==> src/rtl/result_step_ctrl.sv <==
// Post-run result sequencer: lets the core run until it halts, then steps a 16-bit display
// through a block of data memory, one word per debounced button press.
module result_step_ctrl #(
  parameter int unsigned ADDR_W    = 10,
  parameter int unsigned DATA_W    = 32,
  parameter int unsigned BASE_ADDR = 0,
  parameter int unsigned COUNT     = 10,
  parameter int unsigned DB_CYCLES = 3
) (
  input  logic              clk_i,
  input  logic              rst_ni,
  input  logic              button_i,
  input  logic              halt_i,
  output logic              cpu_run_o,
  output logic              mem_rd_en_o,
  output logic [ADDR_W-1:0] mem_addr_o,
  input  logic [DATA_W-1:0] mem_rdata_i,
  output logic [15:0]       out_o,
  output logic [ADDR_W-1:0] idx_o,
  output logic              done_o
);

  localparam int unsigned       CntW     = (DB_CYCLES < 2) ? 1 : $clog2(DB_CYCLES + 1);
  localparam logic [CntW-1:0]   DbLast   = CntW'(DB_CYCLES - 1);
  localparam logic [ADDR_W-1:0] BaseAddr = ADDR_W'(BASE_ADDR);
  localparam logic [ADDR_W-1:0] LastIdx  = ADDR_W'(COUNT - 1);

  typedef enum logic [1:0] {StRun, StFetch, StWait, StShow} state_e;

  state_e            state_q, state_d;
  logic [1:0]        sync_q;
  logic              stable_q, stable_d;
  logic [CntW-1:0]   db_cnt_q, db_cnt_d;
  logic              press_q, press_d;
  logic              cpu_run_q, cpu_run_d;
  logic              rd_en_q, rd_en_d;
  logic [ADDR_W-1:0] addr_q, addr_d;
  logic [15:0]       out_q, out_d;
  logic [ADDR_W-1:0] idx_q, idx_d;
  logic              done_q, done_d;

  // Only the low half-word is displayed.
  logic unused_rdata;
  assign unused_rdata = ^mem_rdata_i;

  // Debounce: a level change is accepted after DB_CYCLES consecutive differing samples.
  always_comb begin
    stable_d = stable_q;
    db_cnt_d = '0;
    press_d  = 1'b0;
    if (sync_q[1] != stable_q) begin
      if (db_cnt_q == DbLast) begin
        stable_d = sync_q[1];
        press_d  = sync_q[1];
      end else begin
        db_cnt_d = db_cnt_q + CntW'(1);
      end
    end
  end

  always_comb begin
    state_d   = state_q;
    cpu_run_d = cpu_run_q;
    rd_en_d   = 1'b0;
    addr_d    = addr_q;
    out_d     = out_q;
    idx_d     = idx_q;
    done_d    = done_q;
    unique case (state_q)
      StRun: begin
        cpu_run_d = ~halt_i;
        if (halt_i) begin
          state_d = StFetch;
          rd_en_d = 1'b1;
          addr_d  = BaseAddr + idx_q;
        end
      end
      StFetch: state_d = StWait;
      StWait: begin
        out_d   = mem_rdata_i[15:0];
        done_d  = 1'b1;
        state_d = StShow;
      end
      StShow: begin
        if (press_q) begin
          idx_d   = (idx_q == LastIdx) ? '0 : idx_q + ADDR_W'(1);
          state_d = StFetch;
          rd_en_d = 1'b1;
          addr_d  = BaseAddr + idx_d;
        end
      end
      default: state_d = StRun;
    endcase
  end

  always_ff @(posedge clk_i or negedge rst_ni) begin
    if (!rst_ni) begin
      state_q   <= StRun;
      sync_q    <= '0;
      stable_q  <= 1'b0;
      db_cnt_q  <= '0;
      press_q   <= 1'b0;
      cpu_run_q <= 1'b0;
      rd_en_q   <= 1'b0;
      addr_q    <= BaseAddr;
      out_q     <= '0;
      idx_q     <= '0;
      done_q    <= 1'b0;
    end else begin
      state_q   <= state_d;
      sync_q    <= {sync_q[0], button_i};
      stable_q  <= stable_d;
      db_cnt_q  <= db_cnt_d;
      press_q   <= press_d;
      cpu_run_q <= cpu_run_d;
      rd_en_q   <= rd_en_d;
      addr_q    <= addr_d;
      out_q     <= out_d;
      idx_q     <= idx_d;
      done_q    <= done_d;
    end
  end

  assign cpu_run_o   = cpu_run_q;
  assign mem_rd_en_o = rd_en_q;
  assign mem_addr_o  = addr_q;
  assign out_o       = out_q;
  assign idx_o       = idx_q;
  assign done_o      = done_q;

endmodule

==> config.mk <==
export PLATFORM = sky130hd
export DESIGN_NAME = result_step_ctrl
export DESIGN_NICKNAME = d
export VERILOG_FILES = /design/src/rtl/result_step_ctrl.sv
export SDC_FILE = /design/constraint.sdc
export NUM_CORES = 1
export LEC_CHECK = 0
export CORE_MARGIN = 5
export CORE_UTILIZATION = 48
export DETAILED_ROUTE_END_ITERATION = 12
export PLACE_DENSITY = 0.93
export SLEW_MARGIN = 20
export SYNTH_ARGS = -nofsm -noshare
export SYNTH_HDL_FRONTEND = slang
export SYNTH_SLANG_ARGS = --single-unit
export TNS_END_PERCENT = 10
==> constraint.sdc <==
create_clock -name clk_i -period 4.5 [get_ports clk_i]
set_input_delay 1.125 -clock clk_i [delete_from_list [all_inputs] [get_ports clk_i]]
set_output_delay 1.125 -clock clk_i [all_outputs]
set_load 0.005 [all_outputs]
==> results of run 1 <==
==> synth_stat cells, types with 2 or more instances <==
cell | count | share of area
inv_1 | 5 | 0.0086
nor2_1 | 11 | 0.019
o31ai_1 | 3 | 0.010
nand4_1 | 5 | 0.014
a21oi_1 | 8 | 0.018
nor3_1 | 2 | 0.0046
nand2_1 | 17 | 0.029
buf_6 | 3 | 0.015
dfrtp_1 | 47 | 0.54
a31oi_1 | 4 | 0.011
o21ai_1 | 2 | 0.0046
o31a_1 | 2 | 0.0080
and3_1 | 4 | 0.011
xor2_1 | 5 | 0.020
nand3_1 | 4 | 0.0092
or3_1 | 2 | 0.0057
o21ai_0 | 9 | 0.021
ha_1 | 6 | 0.034
mux2i_1 | 2 | 0.0092
nor2b_1 | 2 | 0.0057
buf_2 | 3 | 0.0069
o21ai_2 | 4 | 0.016
xnor2_1 | 4 | 0.016
mux2_2 | 18 | 0.093
==> registers in the layout, summed over array words and instances (netlist names) <==
register	count
state_q	2
mem_addr_o	10
out_o	16
db_cnt_q	2
cpu_run_o	1
idx_o	10
mem_rd_en_o	1
done_o	1
sync_q	2
press_q	1
stable_q	1
==> stage by stage <==
step                      total power (uW)  hold WS [ps]  utilization  std cells
after floorplan                       1040           331            -        189
after global placement                1310           333        0.630        291
after detailed placement              1330           337        0.630        291
after CTS                             1590           358        0.649        299
after global routing                  1680           356        0.649        299
final                                 1560           350        0.649        299
==> final cells by class <==
class                           count  area share
Clock buffer                        7      0.0268
Clock inverter                      1     0.00176
Inverter                            6     0.00791
Multi-Input combinational cell    128       0.324
Sequential cell                    47       0.413
Tap cell                           52      0.0229
Timing Repair Buffer               58       0.203
==> per-layer routing <==
layer,part of all wire,global-route usage
met3,0.11,0.0729
met1,0.39,0.185
met4,0.014,0.0515
met2,0.49,0.256
met5,0,0
==> cell families after synthesis <==
group                      count (synthesis)  synth area share
buffers and inverters                     14            0.0378
and+or+nand+nor                           58             0.149
adders and majority gates                  6            0.0344
DFF                                       47             0.539
AOI/OAI and AO/OA                         35             0.101
muxes                                     20             0.102
xor gates and xnor gates                   9            0.0361
==> power by group through the flow <==
stage,Combinational (uW),Sequential [uW],Clock [uW]
floorplan,391,651,0
global placement,660,645,0
detailed placement,675,658,0
CTS,681,649,255
global route,742,667,274
finish,669,647,242
==> worst paths after layout <==
| check | from | end | slack (ps) | cells past startpoint |
|---|---|---|---|---|
| max | halt_i | mem_addr_o[2] | 1860 | 5 |
| min | sync_q[0] | sync_q[1] | 350 | 0 |
| max reg2reg | state_q[0] | mem_addr_o[2] | 2470 | 6 |
| min reg2reg | sync_q[0] | sync_q[1] | 350 | 0 |
| max in group asynchronous | rst_ni | sync_q[0] | 3270 | 1 |
| min in group asynchronous | rst_ni | mem_addr_o[0] | 820 | 1 |
==> flow_summary_export.csv, run 1 <==
group,metric,value,unit
floorplan,die_height,77.4,um
power,powerDensity,548,mW/mm^2
placement,place_congestion,0.797,
sta,finalClockSkew,6.44,ps
cts,cts_tree,"done",
grt,grt_max_degree,48,
critical_path,crit_buf_inv,1,
status,status,"complete, no violations",
final_layout,seqCellArea,0.00118,mm^2
critical_path,crit_slowest_cell,"or3_1",
drt,vias,1625,
drt,routed_via_density,5.43,
cts,cts_hold_buf,0,
power,comb_power_share,0.429,
cts,cts-htree-levels,2,
sta,hold_violations,0,
min_path,hold_class,"reg2reg",
power,p_seq_frac,0.415,
synthesis,synth_cell_types,41,
critical_path,crit_family,"simple AND/OR/NAND/NOR gates",
drt,dr.pass1.iters,4,
placement,dp_hpwl,3.30,mm
grt,gr-usage-all-layers,0.157,
critical_path,cp.arrival,2820,ps
sta,max_freq,379,MHz
critical_path,crit_type,"in2reg",
cts,post-cts-setup-buffers,0,
floorplan,initial_core_util,0.498,
critical_path,required,4680,ps
power,clockPowerShare,0.155,
synthesis,synth.net_count,231,
floorplan,ioPinCount,75,
cts,clock-root-buffer,"clkbuf_8",
final_layout,multi_input_area,923,um^2
sta,finalWorstSetupSlack,1860,ps
grt,antenna_found_initial,0,
floorplan,dieWidth,77.4,um
sta,finalMaxSlewViolations,0,
floorplan,rows,24,
drt,postRouteAntennaNets,0,
drt,wl,4.48,mm
synthesis,synth_edf_count,0,
drt,wl_per_cell,15.0,um
cts,clock_latency,300,ps
grt,grt.overflow.total,0,
critical_path,cp_max_fo,16,
final_layout,fillers,340,
cts,clk_pin_slew,80,ps
synthesis,ys.flop_type,"dfrtp_1",
power,p_sw_frac,0.324,
placement,place_ws,1560,ps
sta,slew_headroom,0.508,
synthesis,avgSynthCellArea,11.5,um^2
power,p_sw,506,uW
final_layout,drive_gt1_frac,0.138,
placement,port_buffers,58,
final_layout,num-nets-final,288,
sta,rsz0062_at_grt,"false",
synthesis,syn_area,0.00218,mm^2
floorplan,dieArea,0.00599,mm^2
final_layout,postLayoutCellArea,0.00285,mm^2
drt,drc,0,
synthesis,synth_cells,189,
final_layout,final_common_cell,"clkdlybuf4s50_1",
synthesis,yosys_warnings,0,
critical_path,worstSetupStartpointType,"input pin",
grt,grt_pass1_vias,1602,
synthesis,yosysSeqAreaShare,0.539,
drt,drtIter0Drc,132,
cts,cts_num_sinks,47,
sta,final.setup.tns,0,ps
sta,period_share,0.587,
job,cap_violations,0,
synthesis,ys_ff_latch,47,
synthesis,async_flop_share,1.00,
sta,finalSetupViolCount,0,
sta,worstMarginPinSlew,738,ps
floorplan,core_area,0.00438,mm^2
final_layout,areaGrowthSynthToFinish,30.4,%
sta,min_period,2640,ps
power,p_int,1050,uW
placement,place_area,0.00276,mm^2
final_layout,mostFrequentLayoutCells,"clkdlybuf4s50_1 (57), dfrtp_1 (47), mux2_2 (18)",
critical_path,path_cells,"clkdlybuf4s50_1 > and2b_1 > or3_1 > a31oi_1 > a21oi_1",
critical_path,critPathCaptureType,"flip-flop",
cts,post_cts_resized,0,
cts,cts_buffer_depth,2,
final_layout,antenna_cells,0,
cts,cts_inserted_buffers,5,
critical_path,critPathMaxStageDelay,650,ps
grt,grt_pass1_wl,7.62,mm
power,leakage,0.00121,uW
power,ir_drop,0.000308,V
Power figures use the tool's default switching activity.
==> run 2, diff against run 1 <==
--- a/config.mk
+++ b/config.mk
@@ -6,9 +6,9 @@
 export NUM_CORES = 1
 export LEC_CHECK = 0
 export CORE_MARGIN = 5
-export CORE_UTILIZATION = 48
+export CORE_UTILIZATION = 41
 export DETAILED_ROUTE_END_ITERATION = 12
-export PLACE_DENSITY = 0.93
+export PLACE_DENSITY = 0.85
 export SLEW_MARGIN = 20
 export SYNTH_ARGS = -nofsm -noshare
 export SYNTH_HDL_FRONTEND = slang
==> constraint.sdc (replaced) <==
create_clock -name clk_i -period 2.1 [get_ports clk_i]
set_input_delay 0.525 -clock clk_i [delete_from_list [all_inputs] [get_ports clk_i]]
set_output_delay 0.525 -clock clk_i [all_outputs]
set_load 0.005 [all_outputs]
==> flow_summary_export.csv, run 2 (synthesis results as in run 1) <==
group,metric,value,unit
final_layout,drive_gt1_frac,0.166,
critical_path,r2r_slack,250,ps
grt,antenna_found_initial,0,
critical_path,required,1570,ps
final_layout,layoutNonFillerInstCount,323,
grt,grt_pass1_wl,8.18,mm
cts,cts_tree,"done",
floorplan,core_area,0.00514,mm^2
grt,grt_pass1_vias,1697,
critical_path,cp_max_fo,12,
cts,cts_hold_buf,0,
cts,post-cts-setup-buffers,0,
final_layout,postLayoutCellArea,0.00296,mm^2
final_layout,final_common_cell,"clkdlybuf4s50_1",
drt,routed_via_density,5.11,
power,leakage,0.00126,uW
final_layout,areaGrowthSynthToFinish,35.7,%
cts,clk_pin_slew,90,ps
cts,post_cts_resized,0,
power,powerDensity,1220,mW/mm^2
drt,drtIter0Drc,78,
status,status,"complete, no violations",
placement,place_congestion,0.839,
final_layout,largest_reg_flops,16,
floorplan,initial_core_util,0.425,
critical_path,critPathMaxStageDelay,610,ps
sta,slew_headroom,0.507,
sta,finalWorstSetupSlack,56.1,ps
placement,place_area,0.00284,mm^2
floorplan,ioPinCount,75,
sta,min_period,2040,ps
grt,gr-usage-all-layers,0.144,
placement,dp.cells,315,
placement,port_buffers,58,
critical_path,crit_type,"reg2out",
drt,drc,0,
critical_path,crit_buf_inv,1,
critical_path,worstSetupStartpointType,"flip-flop",
critical_path,critPathCaptureType,"output port",
final_layout,mostFrequentLayoutCells,"clkdlybuf4s50_1 (57), dfrtp_1 (47), mux2_2 (18)",
critical_path,crit_slowest_cell,"dfrtp_1",
cts,cts_inserted_buffers,5,
sta,finalSetupViolCount,0,
cts,clock-root-buffer,"clkbuf_8",
drt,postRouteAntennaNets,0,
drt,wl_per_cell,14.7,um
floorplan,dieWidth,83.0,um
sta,finalClockSkew,4.81,ps
cts,clock_latency,300,ps
grt,grt_max_degree,18,
cts,cts_buffer_depth,2,
final_layout,utilization,0.576,
critical_path,path_cells,"clkdlybuf4s50_1",
sta,rsz0062_at_grt,"false",
drt,vias,1652,
final_layout,antenna_cells,0,
job,cap_violations,0,
sta,finalMaxSlewViolations,0,
drt,dr.pass1.iters,4,
placement,place_ws,-51.9,ps
sta,period_share,0.973,
critical_path,crit_family,"flip-flops",
grt,grt.overflow.total,0,
sta,max_freq,489,MHz
sta,hold_violations,0,
critical_path,cp.arrival,1520,ps
power,ir_drop,0.000665,V
min_path,hold_class,"in2async",
floorplan,rows,26,
sta,worstMarginPinSlew,739,ps
placement,dp_hpwl,3.64,mm
final_layout,num-nets-final,294,
floorplan,dieArea,0.00688,mm^2
cts,cts-htree-levels,2,
floorplan,die_height,83.0,um
drt,wl,4.75,mm
cts,cts_num_sinks,47,
## run 2: path summary, 6_finish.rpt
check	startpoint	to	cells past startpoint
min in group clk_i	sync_q[0]	sync_q[1]	0
hold / removal	rst_ni	idx_o[1]	1
setup reg to reg	state_q[0]	mem_addr_o[6]	7
hold reg to reg	sync_q[0]	sync_q[1]	0
max in group asynchronous	rst_ni	out_o[11]	2
setup / recovery	idx_o[2]	idx_o[2]	1
## run 2: where the power goes
part	switching, uW	total [uW]	internal (uW)
Sequential	190	1380	1190
Combinational	632	1560	924
Clock	299	685	385
## run 2: metrics by stage
stage | setup TNS [ps] | hold WS [ps] | power [uW]
after floorplan | 0 | 229 | 2230
final | 0 | 153 | 3620
after global placement | -179 | 333 | 2910
after detailed placement | -289 | 345 | 2990
after CTS | 0 | 146 | 3690
after global routing | 0 | 175 | 3880
## run 2: area by class of cell
cell class	count	area [um^2]
fill	478	2180
sequential	47	1180
multi-input combinational	128	923
timing repair buffer	64	633
tap	70	87.6
clock buffer	6	82.6
clock inverter	2	35.0
inverter	6	22.5
## run 2: per-layer routing
layer | wire, um | global-route usage | part of all wire
met1 | 1900 | 0.164 | 0.40
met2 | 2310 | 0.241 | 0.49
met3 | 486 | 0.0703 | 0.10
met4 | 54 | 0.0416 | 0.011
met5 | 0 | 0 | 0
==> run 3, diff against run 2 <==
--- a/config.mk
+++ b/config.mk
@@ -5,10 +5,13 @@
 export SDC_FILE = /design/constraint.sdc
 export NUM_CORES = 1
 export LEC_CHECK = 0
+export CELL_PAD_IN_SITES_DETAIL_PLACEMENT = 1
+export CELL_PAD_IN_SITES_GLOBAL_PLACEMENT = 1
 export CORE_MARGIN = 5
-export CORE_UTILIZATION = 41
+export CORE_UTILIZATION = 31
 export DETAILED_ROUTE_END_ITERATION = 12
-export PLACE_DENSITY = 0.85
+export MAX_ROUTING_LAYER = met4
+export PLACE_DENSITY = 0.84
 export SLEW_MARGIN = 20
 export SYNTH_ARGS = -nofsm -noshare
 export SYNTH_HDL_FRONTEND = slang
==> flow_summary_export.csv, run 3 (synthesis results as in run 1) <==
group,metric,value,unit
grt,antenna_found_initial,0,
critical_path,critPathMaxStageDelay,580,ps
drt,vias,1684,
power,powerDensity,1180,mW/mm^2
final_layout,utilization,0.435,
sta,max_freq,503,MHz
grt,use_met2,0.227,
cts,clk_pin_slew,90,ps
placement,port_buffers,58,
cts,clock_latency,310,ps
critical_path,path_cells,"clkdlybuf4s50_1",
floorplan,core_area,0.00683,mm^2
final_layout,fillers,766,
final_layout,antenna_cells,0,
critical_path,crit_slowest_cell,"dfrtp_1",
critical_path,r2r_start,"state_q[0]",
power,leakage,0.00124,uW
sta,finalClockSkew,8.10,ps
cts,cts_tree,"done",
floorplan,dieWidth,93.9,um
grt,grt_max_degree,30,
final_layout,drive_gt1_frac,0.169,
sta,finalSetupViolCount,0,
grt,globalRouteMet3Util,0.0497,
cts,cts-htree-levels,2,
min_path,hold_class,"in2async",
final_layout,areaGrowthSynthToFinish,36.1,%
final_layout,largest_reg_flops,16,
floorplan,die_height,93.9,um
final_layout,final_common_cell,"clkdlybuf4s50_1",
power,p_sw_frac,0.332,
grt,grt_util_met1,0.153,
drt,postRouteAntennaNets,0,
sta,worstMarginPinSlew,756,ps
grt,gr-usage-all-layers,0.138,
sta,hold_violations,0,
power,p_int,2350,uW
power,finalPower,3520,uW
critical_path,required,1570,ps
sta,final.setup.tns,0,ps
sta,finalMaxSlewViolations,0,
grt,grt.overflow.total,0,
final_layout,mostFrequentLayoutCells,"clkdlybuf4s50_1 (57), dfrtp_1 (46), mux2_2 (18)",
floorplan,initial_core_util,0.319,
power,p_seq_frac,0.393,
power,p_sw,1170,uW
floorplan,dieArea,0.00882,mm^2
placement,place_congestion,0.784,
drt,dr.pass1.iters,4,
sta,slew_headroom,0.496,
drt,routed_via_density,4.81,
sta,min_period,1990,ps
job,cap_violations,0,
drt,drc,0,
floorplan,ioPinCount,75,
power,ir_drop,0.000627,V
placement,dp_hpwl,4.17,mm
critical_path,cp_max_fo,12,
critical_path,cp.arrival,1460,ps
drt,wl_per_cell,15.4,um
sta,period_share,0.948,
power,clockPowerShare,0.154,
critical_path,critPathLaunch,"idx_o[3]",
sta,rsz0062_at_grt,"false",
power,comb_power_share,0.452,
status,status,"complete, no violations",
cts,clock-root-buffer,"clkbuf_8",
cts,cts_num_sinks,47,
critical_path,worstSetupStartpointType,"flip-flop",
drt,wl,5.38,mm
critical_path,critPathCaptureType,"output port",
drt,drtIter0Drc,33,
critical_path,crit_family,"flip-flops",
floorplan,rows,30,
cts,cts_buffer_depth,2,
final_layout,num-nets-final,295,
grt,grt_pass1_wl,9.29,mm
grt,grt_pass1_vias,1912,
cts,cts_inserted_buffers,5,
critical_path,crit_type,"reg2out",
critical_path,crit_buf_inv,1,
cts,post-cts-setup-buffers,0,
grt,gr-max-usage-layer,"met2",
[run 3: changes by cell type in the layout (fill, tap and decap cells not counted)]
cell,change
buf_4,+1
bufinv_16,-1
clkbuf_1,+1
clkbuf_8,-1
clkinvlp_4,+1
dfrtp_1,-1
dfrtp_2,+1
[run 3: final cells by class]
class / count / area (um^2) / area share
Multi-Input combinational cell: 128 / 923 / 0.311
Timing Repair Buffer: 65 / 641 / 0.216
Clock buffer: 6 / 72.6 / 0.0244
Tap cell: 96 / 120 / 0.0405
Sequential cell: 47 / 1180 / 0.397
Inverter: 6 / 22.5 / 0.00759
Clock inverter: 2 / 12.5 / 0.00421
[run 3: routing by layer]
metal,vias up,wire [um]
li1,793,-
met1,820,2220
met2,61,2650
met3,10,405
met4,0,102
met5,-,0
[run 3: worst paths after layout]
kind                                 endpoint  slack (ps)  depth (start not counted)
max in group asynchronous            out_o[2]        1390                          2
worst min register to register      sync_q[1]         350                          0
worst max register to register  mem_addr_o[4]         230                          7
worst min-delay path            mem_addr_o[5]         180                          1
worst max-delay path                 idx_o[3]         110                          1
min in group clk_i                  sync_q[1]         350                          0
[run 3: power by group through the flow]
stage	Combinational, uW	Sequential, uW	Clock, uW
6_report	1590	1380	543
5_1_grt	1740	1430	612
4_1_cts	1620	1390	573
3_5_place_dp	1610	1410	0
3_3_place_gp	1550	1380	0
2_1_floorplan	839	1400	0
[run 3: stage by stage]
step                      setup slack [ps]  instance area [um^2]  cells  hold slack, ps
after CTS                             50.8                  2970    350             173
after global placement               -76.9                  2880    342             334
after detailed placement              -112                  2880    342             345
final                                  110                  2970    350             177
after floorplan                        393                  2180    189             229
after global routing                  16.5                  2970    350             191
[run 3: what timing repair did]
item / CTS / global route
setup endpoints to repair: 0 / 1
gates resized for setup: 0 / 1
hold buffers: 0 / 0
